File: src/rtl/uart_pkg.sv
// Shared UART definitions: default widths and the transmit-buffer FSM state type.
package uart_pkg;

    // Defaults shared by uart_tx, its receiver counterpart and the transmit buffer
    localparam int unsigned UART_DATA_BITS  = 8;
    localparam int unsigned UART_ADDR_WIDTH = 4;

    typedef enum logic [1:0] {
        S_IDLE,
        S_LOAD,
        S_WAIT
    } tx_buf_state_t;

endpackage

File: src/rtl/uart_fifo_mem.sv
// Register-file storage for the transmit FIFO: synchronous write, asynchronous read.
module uart_fifo_mem #(
    parameter int unsigned DATA_BITS  = 8,
    parameter int unsigned ADDR_WIDTH = 4
) (
    input  logic                  clk,
    input  logic                  wr_en_i,
    input  logic [ADDR_WIDTH-1:0] waddr_i,
    input  logic [DATA_BITS-1:0]  wdata_i,
    input  logic [ADDR_WIDTH-1:0] raddr_i,
    output logic [DATA_BITS-1:0]  rdata_o
);

    logic [DATA_BITS-1:0] mem_q [2**ADDR_WIDTH];

    // Store the incoming byte at the write pointer; contents need no reset
    always_ff @(posedge clk) begin
        if (wr_en_i) begin
            mem_q[waddr_i] <= wdata_i;
        end
    end

    assign rdata_o = mem_q[raddr_i];

endmodule

File: src/rtl/uart_tx_buffer.sv
// Transmit buffer in front of uart_tx: a synchronous FIFO plus a read-side FSM that
// pops one byte, pulses tx_start, and waits for tx_done before the next pop.
// Optional overflow flag (ovf/ovf_clr) is built when UART_TX_BUF_OVF_EN is defined.
module uart_tx_buffer
    import uart_pkg::*;
#(
    parameter int unsigned DATA_BITS  = UART_DATA_BITS,
    parameter int unsigned ADDR_WIDTH = UART_ADDR_WIDTH
) (
    input  logic                  clk,
    input  logic                  reset,
    input  logic                  wr_en,
    input  logic [DATA_BITS-1:0]  wr_data,
`ifdef UART_TX_BUF_OVF_EN
    input  logic                  ovf_clr,
    output logic                  ovf,
`endif
    output logic                  full,
    output logic                  empty,
    output logic [ADDR_WIDTH:0]   count,
    output logic                  busy,
    output logic                  tx_start,
    output logic [DATA_BITS-1:0]  tx_din,
    input  logic                  tx_done
);

    localparam logic [ADDR_WIDTH:0] FullCount = (ADDR_WIDTH + 1)'(2 ** ADDR_WIDTH);

    logic [ADDR_WIDTH-1:0] wr_ptr_q, wr_ptr_d;
    logic [ADDR_WIDTH-1:0] rd_ptr_q, rd_ptr_d;
    logic [ADDR_WIDTH:0]   count_q, count_d;
    logic [DATA_BITS-1:0]  tx_din_q, tx_din_d;
    logic [DATA_BITS-1:0]  head_data;
    tx_buf_state_t         state_q, state_d;
    logic                  wr_accept;
    logic                  pop;

    // Flags come from the registered count only
    assign full  = (count_q == FullCount);
    assign empty = (count_q == '0);
    assign count = count_q;

    // A write while full is dropped even if a pop frees a slot in the same cycle
    assign wr_accept = wr_en && !full;
    assign pop       = (state_q == S_IDLE) && !empty;

    uart_fifo_mem #(
        .DATA_BITS  (DATA_BITS),
        .ADDR_WIDTH (ADDR_WIDTH)
    ) u_mem (
        .clk     (clk),
        .wr_en_i (wr_accept),
        .waddr_i (wr_ptr_q),
        .wdata_i (wr_data),
        .raddr_i (rd_ptr_q),
        .rdata_o (head_data)
    );

    // Pointer, occupancy and output-byte next state
    always_comb begin
        wr_ptr_d = wr_ptr_q;
        rd_ptr_d = rd_ptr_q;
        count_d  = count_q;
        tx_din_d = tx_din_q;
        if (wr_accept) begin
            wr_ptr_d = wr_ptr_q + ADDR_WIDTH'(1);
        end
        if (pop) begin
            rd_ptr_d = rd_ptr_q + ADDR_WIDTH'(1);
            tx_din_d = head_data;
        end
        case ({wr_accept, pop})
            2'b10:   count_d = count_q + (ADDR_WIDTH + 1)'(1);
            2'b01:   count_d = count_q - (ADDR_WIDTH + 1)'(1);
            default: count_d = count_q;
        endcase
    end

    // FIFO bookkeeping and held output byte; reset flushes queued data
    always_ff @(posedge clk) begin
        if (reset) begin
            wr_ptr_q <= '0;
            rd_ptr_q <= '0;
            count_q  <= '0;
            tx_din_q <= '0;
        end else begin
            wr_ptr_q <= wr_ptr_d;
            rd_ptr_q <= rd_ptr_d;
            count_q  <= count_d;
            tx_din_q <= tx_din_d;
        end
    end

    // FSM state register
    always_ff @(posedge clk) begin
        if (reset) begin
            state_q <= S_IDLE;
        end else begin
            state_q <= state_d;
        end
    end

    // FSM next state; tx_done outside S_WAIT is ignored
    always_comb begin
        state_d = state_q;
        unique case (state_q)
            S_IDLE:  if (!empty) state_d = S_LOAD;
            S_LOAD:  state_d = S_WAIT;
            S_WAIT:  if (tx_done) state_d = S_IDLE;
            default: state_d = S_IDLE;
        endcase
    end

    // FSM outputs decoded from the state register, so tx_start is one clean cycle
    always_comb begin
        tx_start = (state_q == S_LOAD);
        busy     = (state_q != S_IDLE);
        tx_din   = tx_din_q;
    end

`ifdef UART_TX_BUF_OVF_EN
    logic ovf_q, ovf_d;

    // Sticky overflow flag; a new overflow beats a simultaneous clear
    always_comb begin
        ovf_d = ovf_q;
        if (ovf_clr) begin
            ovf_d = 1'b0;
        end
        if (wr_en && full) begin
            ovf_d = 1'b1;
        end
    end

    // Overflow flag register
    always_ff @(posedge clk) begin
        if (reset) begin
            ovf_q <= 1'b0;
        end else begin
            ovf_q <= ovf_d;
        end
    end

    assign ovf = ovf_q;
`endif

endmodule

File: config.mk
export PLATFORM = sky130hd
export DESIGN_NAME = uart_tx_buffer
export DESIGN_NICKNAME = d
export VERILOG_FILES = /design/src/rtl/uart_pkg.sv /design/src/rtl/uart_fifo_mem.sv /design/src/rtl/uart_tx_buffer.sv
export SDC_FILE = /design/constraint.sdc
export NUM_CORES = 1
export LEC_CHECK = 0
export BUFFER_PORTS_ARGS = -buffer_cell sky130_fd_sc_hd__buf_2
export CORE_MARGIN = 3
export CORE_UTILIZATION = 46
export CTS_CLUSTER_DIAMETER = 40
export DETAILED_ROUTE_END_ITERATION = 8
export SYNTH_ARGS = -nofsm -noshare
export SYNTH_HDL_FRONTEND = slang
export SYNTH_SLANG_ARGS = --single-unit
File: constraint.sdc
create_clock -name clk -period 3.55 [get_ports clk]
set_clock_uncertainty 0.15 [all_clocks]
set_input_delay 0.355 -clock clk [delete_from_list [all_inputs] [get_ports clk]]
set_output_delay 0.355 -clock clk [all_outputs]
set_load 0.03 [all_outputs]
==> summary.md <==
| Metric | Value |
|---|---|
| Worst Setup End Kind | flip-flop |
| I/O Buffers | 28 |
| Yosys warns | 0 |
| CP most frequent cell | ha_1 |
| Placed insts | 586 |
| Crit path arrival time | 3.26 ns |
| Critical Path, Cell by Cell | nor4_2 -> a21boi_1 -> buf_4 -> inv_1 -> ha_1 -> xor2_1 -> ha_1 -> a21oi_1 -> or3_1 -> a31oi_1 -> mux2_1 |
| CTS clk-pin slew, worst paths | 0.06 ns |
| Sequential share of the synthesized area | 0.702 |
| Clock share of power | 0.346 |
| Setup TNS | 0 ns |
| Max Buffers Root-to-Sink | 2 |
| Peak Freq | 0.321 GHz |
| Vias | 3,405 |
| Setup ws final | 0.438 ns |
| Post-DP HPWL | 8060 µm |
| All-Layer GR Usage | 0.182 |
| Worst slack, placed | 0.468 ns |
| Crit start category | flip-flop |
| Critical path launch point | count[0]$_SDFFE_PP0P_ |
| Largest net degree at the start of global routing | 31 |
| Die height | 121 µm |
| Setup Viol. Count Final | 0 |
| Tmin final | 3.11 ns |
| CTS Root Cell | clkbuf_16 |
| DR pass1 iterations | 4 |
| Vias per cell | 5.53 |
| Gp weighted congestion | 0.869 |
| Worst hold margin | 0.114 ns |
| Clock sinks | 151 |
| Layout cells sized above 1 | 0.155 |
| DRT iter0 DRCs | 305 |
| DRT Wirelength | 12,500 µm |
| Routed Antenna Nets | 0 |
| Crit share post-route | 0.876 |
| # DRC | 0 |
| Slew margin rel. | 0.425 |
| Worst Max-Slew Pin Slew | 0.859 ns |
| Die extent in x | 121 µm |
| Layout Cell Area excl Fill | 6980 µm² |
| RSZ-0062 raised after global routing | false |
| VDD IR max | 0.311 mV |
| Pint | 3.52 mW |
| Type of the worst setup path | reg2reg |
| Placed cell areas | 6420 µm² |
| Switching Share | 0.290 |
| Syn avg cell area | 15.2 µm² |
| Nets | 453 |
| Htree depth | 4 |
| CTS tree | yes |
| Syn_nets | 424 |
| Status | complete, no violations |
| Cell area after synthesis | 6130 µm² |
| Final Non-Filler Cells | 616 |
| Number of synthesized register bits | 151 |
| Initial antenna violation count | 0 |
| Leading cell types in the layout, fill and taps excluded | 128 x edfxtp_1, 67 x mux2i_1, 39 x nor2_1 |
| Most common cell after layout, fill and taps aside | edfxtp_1 |
| Top_reg_cell synth | edfxtp_1 |
| P_sw | 1.44 mW |
| Synth Instances | 404 |
| Cts hold-fix bufs | 0 |
| CTS Buf Count | 17 |
| Post-CTS Setup Inserts | 0 |
| Area growth from synthesis to layout | 13.9% |
| Required time worst endpoint | 3.70 ns |
| N_diodes | 0 |
| Gr ovfl total | 0 |
| Min-delay src | tx_done |
| Initial Util | 0.478 |
| Final Max Slew Viols | 0 |
| Post-synth EDFFs | 128 |
| Core box area | 12,800 µm² |
| Crit path max fanout | 9 |
| Max-cap check violation count | 0 |
| Vias in the first global route | 3,279 |
| Netlist cell types | 40 |
| Final Hold Fails | 0 |
| Post-synthesis async set-or-reset flop share | 0 |
| Crit Reg-Reg Startpoint | count[0]$_SDFFE_PP0P_ |
| I/O pin count | 29 |
| Sequential power share | 0.434 |
| Wire per inst | 20.4 µm |
| Row cnt | 41 |
| Slowest stage cell, crit path | nor4_2 |
| Power share of the combinational group | 0.220 |
| Die ar. | 14,700 µm² |
| Pwr Total | 4.97 mW |
| First-pass GRT wire length | 19,300 µm |
| PwrDens | 711 nW/µm² |
| Worst skew pair latency | 0.41 ns |
| Largest stage delay, worst path | 0.41 ns |
| Worst min path class | in2reg |
| PostCTS Resize Cnt | 0 |
| Leakage | 2.27 nW |
| Final core utilization | 0.544 |
==> sequential cells by signal, summed over array words and instances, names as in the netlist <==
register     flops
count            5
state_q          2
tx_din           8
rd_ptr_q         4
wr_ptr_q         4
u_mem.mem_q    128
==> worst max-delay path: cells and delay by family, from the launching register on <==
kind	cells	cell delay (ns)
adders and majority gates	2	0.49
buffers and inverters	2	0.24
xor gates and xnor gates	1	0.18
muxes	1	0.34
AOI/OAI and AO/OA	3	0.42
DFF	1	0.39
and+or+nand+nor	2	0.78
==> area by class of cell <==
class | count | area [µm²]
multi-input cells | 222 | 1660
inverters | 5 | 18.8
clock buffers | 18 | 429
clock inverters | 12 | 136
repair buffers | 36 | 213
well taps | 172 | 215
fillers | 1057 | 5840
flip-flops and latches | 151 | 4310
==> cell usage after synthesis, types with 6 or more instances <==
master    instances  area [µm²]
edfxtp_1        128        3840
mux2i_1          67         671
nor2_1           39         146
o22ai_1          33         206
dfxtp_1          23         460
buf_2            12        60.1
a211oi_1          8        60.1
ha_1              8         100
nor4_1            8        50.1
xor2_1            7        61.3
clkbuf_1          6        22.5
nor3_1            6        30.0
==> final timing paths <==
path / to / slack, ns / cells after the start
max: count[4]$_SDFFE_PP0P_ / 0.44 / 11
min: state_q[1]$_SDFFE_PP0P_ / 0.11 / 4
max reg2reg: count[4]$_SDFFE_PP0P_ / 0.44 / 11
min reg2reg: tx_din[0]$_SDFFE_PP0P_ / 0.36 / 2
==> layer usage <==
metal,global-route usage,routed length [µm],part of all wire
met1,0.256,5800,0.46
met2,0.267,5760,0.46
met3,0.0527,644,0.051
met4,0.0749,337,0.027
met5,0,0,0
==> power groups by stage <==
stage | registers (mW) | logic [mW] | clock network, mW
CTS | 2.15 | 1.10 | 1.75
finish | 2.15 | 1.09 | 1.72
global route | 2.17 | 1.20 | 1.83
floorplan | 2.23 | 0.758 | 0
global placement | 2.18 | 1.07 | 0
detailed placement | 2.19 | 1.09 | 0
==> cells by family (layout without fill, tap and decap cells) <==
logic type               count (synthesis)  count (layout)  share of synthesized area
AO/OA/AOI/OAI                           57              57                     0.0639
XOR/XNOR                                 9               9                     0.0129
adder cells (fa/ha/maj)                  8               8                     0.0163
buffers and inverters                   31              71                     0.0269
flip-flops                             151             151                      0.702
multiplexers                            69              69                      0.113
AND/OR/NAND/NOR                         79              79                     0.0649
(Power assumes the default switching activity.)
